===== config.mk =====
export PLATFORM = sky130hd
export DESIGN_NAME = rinstr_encoder
export DESIGN_NICKNAME = d
export VERILOG_FILES = /design/src/rtl/rinstr_encoder_pkg.sv /design/src/rtl/rinstr_encoder_sync_fifo.sv /design/src/rtl/rinstr_encoder.sv
export SDC_FILE = /design/constraint.sdc
export NUM_CORES = 1
export LEC_CHECK = 0
export BUFFER_PORTS_ARGS = -buffer_cell sky130_fd_sc_hd__buf_4
export CAP_MARGIN = 25
export CORE_MARGIN = 3
export CORE_UTILIZATION = 46
export DETAILED_ROUTE_END_ITERATION = 16
export HOLD_SLACK_MARGIN = 0.06
export PLACE_DENSITY = 0.7
export SLEW_MARGIN = 40
export SYNTH_ARGS = -nofsm -noshare
export SYNTH_HDL_FRONTEND = slang
export SYNTH_SLANG_ARGS = --single-unit

===== constraint.sdc =====
create_clock -name clk -period 1.9 [get_ports clk]
set_input_delay 0 -clock clk [delete_from_list [all_inputs] [get_ports clk]]
set_output_delay 0 -clock clk [all_outputs]
set_load 0.02 [all_outputs]

===== src/rtl/rinstr_encoder_pkg.sv =====
// Shared R-type encoding definitions: ALU op codes, func codes and field positions.
// Used by both the encoder and the existing R-type decoder.
package rinstr_encoder_pkg;

    typedef enum logic [2:0] {
        ALU_AND  = 3'b000,
        ALU_OR   = 3'b001,
        ALU_XOR  = 3'b010,
        ALU_NOR  = 3'b011,
        ALU_ADD  = 3'b100,
        ALU_SUB  = 3'b101,
        ALU_SLTU = 3'b110,
        ALU_SLLV = 3'b111
    } alu_op_e;

    localparam logic [5:0] FUNC_ADD  = 6'b100000;
    localparam logic [5:0] FUNC_SUB  = 6'b100010;
    localparam logic [5:0] FUNC_AND  = 6'b100100;
    localparam logic [5:0] FUNC_OR   = 6'b100101;
    localparam logic [5:0] FUNC_XOR  = 6'b100110;
    localparam logic [5:0] FUNC_NOR  = 6'b100111;
    localparam logic [5:0] FUNC_SLTU = 6'b101011;
    localparam logic [5:0] FUNC_SLLV = 6'b000100;

    localparam logic [5:0] OP_RTYPE = 6'b000000;

    localparam int OP_MSB    = 31;
    localparam int OP_LSB    = 26;
    localparam int RS_MSB    = 25;
    localparam int RS_LSB    = 21;
    localparam int RT_MSB    = 20;
    localparam int RT_LSB    = 16;
    localparam int RD_MSB    = 15;
    localparam int RD_LSB    = 11;
    localparam int SHAMT_MSB = 10;
    localparam int SHAMT_LSB = 6;
    localparam int FUNC_MSB  = 5;
    localparam int FUNC_LSB  = 0;

    function automatic logic [5:0] alu_to_func(input logic [2:0] op);
        logic [5:0] f;
        case (alu_op_e'(op))
            ALU_ADD:  f = FUNC_ADD;
            ALU_SUB:  f = FUNC_SUB;
            ALU_AND:  f = FUNC_AND;
            ALU_OR:   f = FUNC_OR;
            ALU_XOR:  f = FUNC_XOR;
            ALU_NOR:  f = FUNC_NOR;
            ALU_SLTU: f = FUNC_SLTU;
            default:  f = FUNC_SLLV;
        endcase
        return f;
    endfunction

    // Inverse mapping for the decoder side; valid is low for func codes outside the table.
    function automatic logic [3:0] func_to_alu(input logic [5:0] func);
        logic [3:0] r;
        case (func)
            FUNC_ADD:  r = {1'b1, ALU_ADD};
            FUNC_SUB:  r = {1'b1, ALU_SUB};
            FUNC_AND:  r = {1'b1, ALU_AND};
            FUNC_OR:   r = {1'b1, ALU_OR};
            FUNC_XOR:  r = {1'b1, ALU_XOR};
            FUNC_NOR:  r = {1'b1, ALU_NOR};
            FUNC_SLTU: r = {1'b1, ALU_SLTU};
            FUNC_SLLV: r = {1'b1, ALU_SLLV};
            default:   r = 4'b0000;
        endcase
        return r;
    endfunction

    function automatic logic [31:0] encode_rtype(
        input logic [2:0] op,
        input logic [4:0] rs,
        input logic [4:0] rt,
        input logic [4:0] rd
    );
        logic [31:0] w;
        w = '0;
        w[OP_MSB:OP_LSB]       = OP_RTYPE;
        w[RS_MSB:RS_LSB]       = rs;
        w[RT_MSB:RT_LSB]       = rt;
        w[RD_MSB:RD_LSB]       = rd;
        w[SHAMT_MSB:SHAMT_LSB] = 5'b00000;
        w[FUNC_MSB:FUNC_LSB]   = alu_to_func(op);
        return w;
    endfunction

endpackage


===== src/rtl/rinstr_encoder_sync_fifo.sv =====
// Synchronous FIFO with synchronous flush; head entry and status come straight from registers.
module sync_fifo #(
    parameter int WIDTH = 32,
    parameter int DEPTH = 4
) (
    input  logic                     clk,
    input  logic                     rst_n,
    input  logic                     flush_i,
    input  logic                     push_i,
    input  logic [WIDTH-1:0]         wdata_i,
    input  logic                     pop_i,
    output logic [WIDTH-1:0]         rdata_o,
    output logic                     full_o,
    output logic                     empty_o,
    output logic [$clog2(DEPTH):0]   count_o
);

    localparam int PW = $clog2(DEPTH);
    localparam int CW = PW + 1;

    logic [WIDTH-1:0] mem_q [DEPTH];
    logic [PW-1:0]    wptr_q, wptr_d;
    logic [PW-1:0]    rptr_q, rptr_d;
    logic [CW-1:0]    cnt_q, cnt_d;
    logic             push_ok, pop_ok;

    assign empty_o = (cnt_q == '0);
    assign full_o  = (cnt_q == CW'(DEPTH));
    assign count_o = cnt_q;
    // Gate the head with empty so a drained or reset FIFO presents zero data.
    assign rdata_o = empty_o ? '0 : mem_q[rptr_q];

    assign push_ok = push_i && !full_o && !flush_i;
    assign pop_ok  = pop_i && !empty_o && !flush_i;

    always_comb begin
        wptr_d = wptr_q;
        rptr_d = rptr_q;
        cnt_d  = cnt_q;
        if (flush_i) begin
            wptr_d = '0;
            rptr_d = '0;
            cnt_d  = '0;
        end else begin
            if (push_ok) wptr_d = wptr_q + PW'(1);
            if (pop_ok)  rptr_d = rptr_q + PW'(1);
            case ({push_ok, pop_ok})
                2'b10:   cnt_d = cnt_q + CW'(1);
                2'b01:   cnt_d = cnt_q - CW'(1);
                default: cnt_d = cnt_q;
            endcase
        end
    end

    always_ff @(posedge clk or negedge rst_n) begin
        if (!rst_n) begin
            wptr_q <= '0;
            rptr_q <= '0;
            cnt_q  <= '0;
        end else begin
            wptr_q <= wptr_d;
            rptr_q <= rptr_d;
            cnt_q  <= cnt_d;
        end
    end

    always_ff @(posedge clk) begin
        if (push_ok) mem_q[wptr_q] <= wdata_i;
    end

endmodule


===== src/rtl/rinstr_encoder.sv =====
// Builds MIPS R-type words from ALU commands, buffers them and writes them
// sequentially into instruction memory through a ready-gated port.
module rinstr_encoder
    import rinstr_encoder_pkg::*;
#(
    parameter int          DEPTH     = 4,
    parameter int          ADDR_W    = 6,
    parameter int unsigned BASE_ADDR = 0
) (
    input  logic                    clk,
    input  logic                    rst_n,
    input  logic                    clr,
    input  logic                    in_valid,
    output logic                    in_ready,
    input  logic [2:0]              in_alu_op,
    input  logic [4:0]              in_rs,
    input  logic [4:0]              in_rt,
    input  logic [4:0]              in_rd,
    output logic                    im_we,
    input  logic                    im_ready,
    output logic [ADDR_W-1:0]       im_addr,
    output logic [31:0]             im_wdata,
    output logic [$clog2(DEPTH):0]  count,
    output logic                    wrap
);

    if (DEPTH < 2 || (DEPTH & (DEPTH - 1)) != 0) begin : g_bad_depth
        $error("rinstr_encoder: DEPTH must be a power of two and at least 2");
    end

    localparam logic [ADDR_W-1:0] BASE = ADDR_W'(BASE_ADDR);

    logic [31:0]       enc_word;
    logic              fifo_full, fifo_empty;
    logic              push, pop;
    logic [ADDR_W-1:0] addr_q, addr_d;
    logic              wrap_q, wrap_d;

    assign enc_word = encode_rtype(in_alu_op, in_rs, in_rt, in_rd);

    assign in_ready = !fifo_full;
    assign im_we    = !fifo_empty;
    assign push     = in_valid && in_ready && !clr;
    assign pop      = im_we && im_ready && !clr;

    sync_fifo #(
        .WIDTH (32),
        .DEPTH (DEPTH)
    ) u_fifo (
        .clk     (clk),
        .rst_n   (rst_n),
        .flush_i (clr),
        .push_i  (push),
        .wdata_i (enc_word),
        .pop_i   (pop),
        .rdata_o (im_wdata),
        .full_o  (fifo_full),
        .empty_o (fifo_empty),
        .count_o (count)
    );

    always_comb begin
        addr_d = addr_q;
        wrap_d = wrap_q;
        if (clr) begin
            addr_d = BASE;
            wrap_d = 1'b0;
        end else if (pop) begin
            addr_d = addr_q + ADDR_W'(1);
            if (&addr_q) wrap_d = 1'b1;
        end
    end

    always_ff @(posedge clk or negedge rst_n) begin
        if (!rst_n) begin
            addr_q <= BASE;
            wrap_q <= 1'b0;
        end else begin
            addr_q <= addr_d;
            wrap_q <= wrap_d;
        end
    end

    assign im_addr = addr_q;
    assign wrap    = wrap_q;

endmodule


=== Yosys cells after proc, flatten, opt, wreduce, memory -nomap -nowiden ===
Memory sizes are Yosys's and may differ from the RTL's.
Cells that the tools add are included.

* Memory bits (writable): 84
* Memories kept: 1
* Flip-flop bits (word level): 14
* Output and inout bits: 44
* Input port bits: 23

{| class="wikitable"
|+ Memory list
! name !! depth !! width !! read ports !! clocked after memory_dff !! write ports !! line !! text
|-
| u_fifo.mem_q || 4 || 21 || 1 || 0 || 1 || rinstr_encoder_sync_fifo.sv:21 || <nowiki>logic [WIDTH-1:0] mem_q [DEPTH];</nowiki>
|}

* Mux-type cells: 15
* Equality and inequality tests: 9
* Add/subtract/negate cells: 5
* Reductions and logical operators: 20

{| class="wikitable"
|+ Operator list
! operator !! count
|-
| $pmux 6 s7 || 1
|-
| $mux 32 || 1
|-
| $eq 3x3->1 const B || 4
|-
| $mux 6 || 2
|-
| $logic_and 1x1->1 || 8
|-
| $mux 2 || 4
|-
| $reduce_bool 2->1 || 4
|-
| $add 6x1->6 const B || 1
|-
| $eq 3x2->1 const B || 2
|-
| $logic_not 3->1 || 2
|-
| $pmux 3 s2 || 1
|-
| $reduce_and 6->1 || 1
|-
| $mux 1 || 5
|-
| $add 2x1->2 const B || 2
|-
| $add 3x1->3 const B || 1
|-
| $eq 3x1->1 const B || 1
|-
| $logic_not 1->1 || 3
|-
| $mux 3 || 1
|-
| $reduce_bool 3->1 || 1
|-
| $sub 3x1->3 const B || 1
|-
| $eq 2x1->1 const B || 1
|-
| $eq 2x2->1 const B || 1
|-
| $reduce_and 2->1 || 1
|}

=== Depth between registers and ports, before layout ===
Gate-level depths: netlist of the first run.

* Word-level depth: 9
* Gate-level depth with buffers: 7
* Mapped depth without buffers: 6

=== Modules after synthesis ===
From an unflattened synthesis of the first run, not the netlist that was laid out.

* Cells, all modules: 315
* Area total of the unflattened synthesis: 5856.9 µm²

{| class="wikitable"
|+ Modules (own cells, without submodules)
! module !! times used !! area each (µm²) !! seq. area each (µm²) !! cells each
|-
| sync_fifo || 1 || 5436.5 || 4018.9 || 268
|-
| rinstr_encoder || 1 || 420.4 || 175.2 || 47
|}

=== Worst setup path before layout of the first run ===
OpenSTA, ideal clock, no wires.

* Kind: flip-flop to flip-flop
* From: register u_fifo.cnt_q[1], in the netlist u_fifo.count_o[1]
* To: register u_fifo.cnt_q[1], in the netlist u_fifo.count_o[1]
* Setup time: 0.094 ns
* Data required time: 1.806 ns
* Setup slack: -0.081 ns
* Data arrival time: 1.887 ns
* Cell stages (with the launch flop): 7
* Period minus slack after synthesis: 1.981 ns
* Cells stage by stage: dfrtp_1 buf_6 o31ai_4 nor3_1 fa_1 o2111ai_1 a211oi_1

* Cells in the longest elaborated chain, start to end: 9
* Elaborated cells between the ends (all ways): 19
* Those cells by class: 2 x add/sub; 3 x eq/ne; 2 x mux; 12 x reduce/logical

{| class="wikitable"
|+ Ends and longest elaborated chain
! item !! line !! text
|-
| start: declaration || rinstr_encoder_sync_fifo.sv:24 || <nowiki>logic [CW-1:0] cnt_q, cnt_d;</nowiki>
|-
| start signal: assignment || rinstr_encoder_sync_fifo.sv:63 || <nowiki>cnt_q <= cnt_d;</nowiki>
|-
| $eq 3x3->1 or $logic_not 3->1 (tied branches) || rinstr_encoder_sync_fifo.sv:28, rinstr_encoder_sync_fifo.sv:27 ||
|-
| $logic_not 1->1 (on tied branches) || n/a ||
|-
| $logic_and 1x1->1 (on tied branches) (2 in a row) || rinstr_encoder.sv:43, rinstr_encoder.sv:44 ||
|-
| $logic_and 1x1->1 (on tied branches) (2 in a row) || rinstr_encoder_sync_fifo.sv:33, rinstr_encoder_sync_fifo.sv:34 ||
|-
| $eq 2x1->1 or $eq 2x2->1 (tied branches) || rinstr_encoder_sync_fifo.sv:47 || <nowiki>case ({push_ok, pop_ok})</nowiki>
|-
| $pmux 3 s2 || rinstr_encoder_sync_fifo.sv:47 ||
|-
| $mux 3 || rinstr_encoder_sync_fifo.sv:40 || <nowiki>if (flush_i) begin</nowiki>
|}

Several ways; a longest one is shown, not always the timed one.
A chain may end at the register's enable or synchronous reset.

=== Final worst setup path of the first run ===
* From: register u_fifo.cnt_q[2], in the netlist u_fifo.count_o[2]
* To: memory u_fifo.mem_q[2][16] (netlist bit) (enable)

* Cells in the longest elaborated chain, start to end: 8

{| class="wikitable"
|+ Ends and longest elaborated chain
! item !! line !! text
|-
| $eq 3x3->1 * || rinstr_encoder_sync_fifo.sv:28 || <nowiki>assign full_o = (cnt_q == CW'(DEPTH));</nowiki>
|-
| $logic_not 1->1 * || rinstr_encoder_sync_fifo.sv:33, rinstr_encoder.sv:41 ||
|-
| $logic_and 1x1->1 (2 in a row) || rinstr_encoder.sv:43 || <nowiki>assign push = in_valid && in_ready && !clr;</nowiki>
|-
| $logic_and 1x1->1 * (2 in a row) || rinstr_encoder_sync_fifo.sv:33 || <nowiki>assign push_ok = push_i && !full_o && !flush_i;</nowiki>
|-
| $mux 1 * || rinstr_encoder_sync_fifo.sv:68 || <nowiki>if (push_ok) mem_q[wptr_q] <= wdata_i;</nowiki>
|-
| $mux 1 (implied by the code) * || rinstr_encoder_sync_fifo.sv:68 ||
|-
| end: declaration || rinstr_encoder_sync_fifo.sv:21 ||
|}

Every way passes the cells marked *; elsewhere a longest branch is shown, timed or not.

==> flow_summary.yaml, run 1 <==
outcome:
  status: "finished clean"
setup_path:
  worstPathRequired_ns: 1.89
  r2r_slack_ns: 0.06
  crit_path_max_fanout: 20
  critPathCaptureType: "register"
  arrival_ns: 1.83
  worst_setup_path_start_kind: "register"
  worst-setup-path-type: "register to register"
clock_network:
  root_buffer: "clkbuf_8"
  cts_sinks: 94
  clkSlewWorstSetupHoldPaths_ns: 0.08
  cts_buffers: 9
  clock_latency_ns: 0.35
  clockBufferDepth: 2
  tritoncts: "yes"
  h-tree-depth: 3
finish:
  fin_cells: 442
  fillers: 643
  antennaDiodeCount: 0
  nets: 361
  syn2layout_area_growth_pct: 22.66
  drive_gt1_share_pct: 32.64
placement:
  hpwlAfterDp_mm: 4.794
  pre_cts_slack_ns: 0.001712
  dpl.cell_count: 401
  globalplace.congestion: 0.7780
  port_buffers: 54
timing:
  rsz0062_at_grt: "true"
  fmax_mhz: 544.0
  maxSlewHeadroom_pct: 53.76
  finalSetupViolCount: 0
  fin_ws_ns: 0.06188
  tns_ns: 0
  hold_viol: 0
  period_needed_ns: 1.838
  tightest_slew_ns: 0.6913
  report.final.slew_viol_count: 0
  finalCritPeriodShare_pct: 96.74
  clock-skew-final_ns: 0.006039
die:
  coreArea_um2: 8423
  die-area_um2: 10040
  num_rows: 33
  ios: 67
  die-height_um: 100.2
  start_util_pct: 48.44
  dieWidth_um: 100.2
logic_synthesis:
  synth_top_area_share_pct: 58.88
  yosys_most_used_dff: "edfxtp_1"
  synth_most_common_cell: "edfxtp_1"
  synth_commonest_cells: "edfxtp_1, mux4_2, nor2b_1"
  synth_fa_ha_area_share_pct: 2.024
  synth-edff-count: 80
  syn_area_um2: 4080
  synth_cell_type_count: 39
  ys_ff_latch: 94
  synth-simple-area-share_pct: 8.126
  synth-xor-area-share_pct: 1.288
  netlist_instances: 246
  syn_avg_cell_area_um2: 16.59
  yosys_warnings: 0
  synth_top_family_by_area: "multiplexers"
  synthMuxAreaShare_pct: 11.81
  synth_largest_area_cell: "edfxtp_1"
  synth_compound_area_share_pct: 4.109
  synthTopCellsByArea: "edfxtp_1, mux4_2, dfrtp_1"
  async_flop_share_pct: 14.89
  yosysSeqAreaShare_pct: 67.46
routing:
  wl_per_cell_um: 16.68
  ant_nets: 0
  vias_per_cell: 5.122
  wl_mm: 7.374
  drt_iter0_markers: 60
  drtPass1Iterations: 4
  drc: 0
  num_vias: 2264
hold_path:
  hp-class: "input pin to register"
global_routing:
  grt_max_degree: 21
  grt_first_pass_wirelength_mm: 11.99
  grt_pass1_vias: 2345
  antenna_found_initial: 0
  track_usage_pct: 15.71
  globalRouteOverflowTotal: 0
power_and_ir_drop:
  p_per_area_nw_per_um2: 862.6
  total_leakage_power_uw: 0.001831
  ir_worst_vdd_mv: 0.3864
run:
  cap_violations: 0
[critical path, cell delays in order, from the launching register on]
cell     delay (ns)
dfrtp_1        0.42
nor3b_1        0.18
nor3_1         0.29
and2_2         0.59
[flip-flops by register name, indices dropped and copies added, names as in the netlist]
name and count:
u_fifo.mem_q 80, im_addr 6, u_fifo.rptr_q 2, u_fifo.count_o 3, wrap 1, u_fifo.wptr_q 2
[cell usage in the layout, fill, tap and decap left out, drive strengths merged, types with 9 or more instances in the layout]
cell,count
edfxtp,80
a21oi,9
nor2b,19
inv,9
dlygate4sd3,23
dfrtp,14
buf,66
clkbuf,9
mux4,20
conb,12
[timing repair]
action,CTS,global route
resized for setup,2,3
cloned,0,0
endpoints found under the hold margin,104,0
hold buffers,23,0
endpoints found under the setup margin,51,84
pin swaps,1,1
setup buffers,0,2
[power by group]
part           leakage, uW  total [uW]  internal [uW]  switching (uW)
clock network    0.0000801        1130            464             663
logic             0.000834         848            409             439
registers         0.000917        2340           2310            34.0
total              0.00183        4320           3180            1140
[area by class of cell]
class / instances / area [um^2] / share of cell area [%]
clock buffer: 9 / 123.9 / 2.475
clock inverter: 7 / 41.29 / 0.8250
inverter: 9 / 33.78 / 0.6750
multi-input combinational: 129 / 1171 / 23.40
sequential: 94 / 2754 / 55.02
tap: 105 / 131.4 / 2.625
timing repair buffer: 89 / 749.5 / 14.98
[metrics by stage]
step | hold WS (ns) | utilization (%) | instance area (um^2) | total power (uW)
after floorplan | -0.2956 | - | 4126 | 2895
after global placement | -0.1370 | 54.19 | 4564 | 3154
after detailed placement | -0.1397 | 54.19 | 4564 | 3166
after CTS | 0.08416 | 58.97 | 4967 | 4320
after global routing | 0.1084 | 59.42 | 5005 | 4507
final | 0.1056 | 59.42 | 5005 | 4317
[metal layers]
layer / GRT usage (%) / share of wire, %
met1: 20.55 / 45
met2: 25.69 / 51
met3: 3.405 / 3.3
met4: 6.425 / 1.2
met5: 0 / 0
[kinds of logic (layout without fill, tap and decap cells)]
family / count (synthesis) / count (layout)
flip-flops: 94 / 94
AND/OR/NAND/NOR: 58 / 58
buffers and inverters: 34 / 114
AO/OA/AOI/OAI: 24 / 24
multiplexers: 23 / 23
adder cells (fa/ha/maj): 6 / 6
XOR/XNOR: 6 / 6
other: 1 / 12
[worst paths after layout]
| check | from | end | depth (start not counted) |
|---|---|---|---|
| worst min register to register | wrap$_DFFE_PN0P_ | wrap$_DFFE_PN0P_ | 2 |
| worst min-delay path | im_ready | im_addr[3]$_DFFE_PN0P_ | 4 |
| worst max-delay path | u_fifo.count_o[2]$_DFFE_PN0P_ | u_fifo.mem_q[2][16]$_DFFE_PP_ | 3 |
| min in group asynchronous | rst_n | u_fifo.rptr_q[0]$_DFFE_PN0P_ | 3 |
| max in group asynchronous | rst_n | u_fifo.count_o[1]$_DFFE_PN0P_ | 3 |
| worst max register to register | u_fifo.count_o[2]$_DFFE_PN0P_ | u_fifo.mem_q[2][16]$_DFFE_PP_ | 3 |
No activity file was read; power rests on OpenSTA's default activity.
==> inputs of run 2 (changes only) <==
- PLACE_DENSITY: 0.7 -> 0.82
==> run 2 against run 1 <==
Compared with the run above: sequential power is essentially flat; global-route usage grew 0.19 points; largest power group unchanged; critical endpoint is now im_wdata[12]; critical path depth grew 1; power grew 1.9%; via count grew 0.71%; cell count shrank 0.23%.
==> flow_summary.yaml, run 2 (synthesized netlist as in run 1, its figures left out) <==
power_and_ir_drop:
  p_per_area_nw_per_um2: 864.6
  total_leakage_power_uw: 0.001866
  ir_worst_vdd_mv: 0.3366
  finalPower_uw: 4399
finish:
  nets: 360
  stdcell_area_um2: 5089
  final_cell_mix: "edfxtp_1, buf_4, dlygate4sd3_1"
  drive_gt1_share_pct: 35.12
  antennaDiodeCount: 0
  syn2layout_area_growth_pct: 24.72
  fin_cells: 441
  layout_commonest_cell: "edfxtp_1"
  largest_register_ffs: 80
  regMostFlops: "u_fifo.mem_q"
timing:
  maxSlewHeadroom_pct: 54.44
  clock-skew-final_ns: 0.01039
  finalCritPeriodShare_pct: 98.06
  hold_viol: 0
  fmax_mhz: 536.7
  tightest_slew_ns: 0.6811
  rsz0062_at_grt: "true"
  finalSetupViolCount: 0
  fin_ws_ns: 0.03685
  period_needed_ns: 1.863
  whs_ns: 0.08891
  report.final.slew_viol_count: 0
clock_network:
  tritoncts: "yes"
  root_buffer: "clkbuf_8"
  clkSlewWorstSetupHoldPaths_ns: 0.09
  clockBufferDepth: 2
  clock_latency_ns: 0.36
  cts_sinks: 94
  cts_buffers: 9
  h-tree-depth: 3
die:
  num_rows: 33
  die-height_um: 100.2
  die-area_um2: 10040
  dieWidth_um: 100.2
  coreArea_um2: 8423
  start_util_pct: 48.44
  ios: 67
placement:
  pre_cts_slack_ns: 0.06355
  dpl.cell_count: 400
  port_buffers: 54
  hpwlAfterDp_mm: 4.808
  globalplace.congestion: 0.8646
  placed_area_um2: 4569
setup_path:
  worst-setup-path-type: "register to output port"
  arrival_ns: 1.86
  crit_path_max_fanout: 5
  critPathCaptureType: "output port"
  worstPathRequired_ns: 1.90
  worstRegToRegCells: 3
  crit_path_top_delay_cell: "mux4_2"
  path_buf_inv: 2
  cpLargestDelayFamily: "multiplexers"
  worstPathCellList: "buf_12, mux4_2, nor2b_1, buf_4"
  max_stage_delay_ns: 0.52
  worst_setup_path_start_kind: "register"
  critical_path_depth: 4
global_routing:
  grt_max_degree: 22
  antenna_found_initial: 0
  grt_pass1_vias: 2343
  track_usage_pct: 15.90
  grt_first_pass_wirelength_mm: 11.93
  globalRouteOverflowTotal: 0
run:
  cap_violations: 0
routing:
  drc: 0
  ant_nets: 0
  drt_iter0_markers: 95
  num_vias: 2280
  drtPass1Iterations: 4
  wl_mm: 7.655
  vias_per_cell: 5.170
  wl_per_cell_um: 17.36
hold_path:
  hp-class: "input pin to register"
  worst_hold_path.num_cells: 4
outcome:
  status: "finished clean"
==> run 2: path summary, 6_finish.rpt <==
check | start | to | slack (ns)
hold reg to reg | wrap$_DFFE_PN0P_ | wrap$_DFFE_PN0P_ | 0.55
min in group asynchronous | rst_n | im_addr[0]$_DFFE_PN0P_ | 0.76
setup / recovery | u_fifo.rptr_q[0]$_DFFE_PN0P_ | im_wdata[12] | 0.04
hold / removal | im_ready | im_addr[3]$_DFFE_PN0P_ | 0.09
max in group asynchronous | rst_n | u_fifo.count_o[0]$_DFFE_PN0P_ | 0.67
setup reg to reg | u_fifo.count_o[2]$_DFFE_PN0P_ | u_fifo.mem_q[0][8]$_DFFE_PP_ | 0.11
==> run 2: where the power goes <==
group          switching, uW  internal (uW)  total [uW]
logic                    445            439         884
clock network            682            477        1160
registers               46.4           2310        2360
==> run 2: worst register-to-register path: stages (launching register included) <==
cell and delay (ns):
dfrtp_1 0.43, nor3b_1 0.17, nor3_1 0.26, and2_2 0.56
==> run 2: per-stage QoR <==
step	setup TNS, ns	utilization (%)
after floorplan	-0.03708	-
after global placement	0	54.25
after detailed placement	0	54.25
after CTS	0	59.46
after global routing	-0.3359	60.41
final	0	60.41
==> run 2: cell type report <==
type                            instances  area [um^2]
Clock buffer                            9        123.9
Clock inverter                          7        51.30
Fill cell                             611         3334
Inverter                                9        33.78
Multi-Input combinational cell        129         1204
Sequential cell                        94         2756
Tap cell                              105        131.4
Timing Repair Buffer                   88        788.3
==> run 2: repair_timing <==
| item | 4_1_cts | 5_1_grt |
|---|---|---|
| resized for setup | 4 | 13 |
| hold endpoints to repair | 107 | 0 |
| cloned | 1 | 1 |
| hold buffers | 22 | 0 |
| buffers inserted | 1 | 0 |
| endpoints found under the setup margin | 21 | 102 |
| pin swaps | 0 | 2 |
==> run 2: per-layer routing <==
| layer | wire [um] | GRT usage [%] | share of wire [%] |
|---|---|---|---|
| met5 | 0 | 0 | 0 |
| met4 | 170 | 9.326 | 2.2 |
| met3 | 267 | 2.432 | 3.5 |
| met2 | 3999 | 26.30 | 52 |
| met1 | 3218 | 19.91 | 42 |
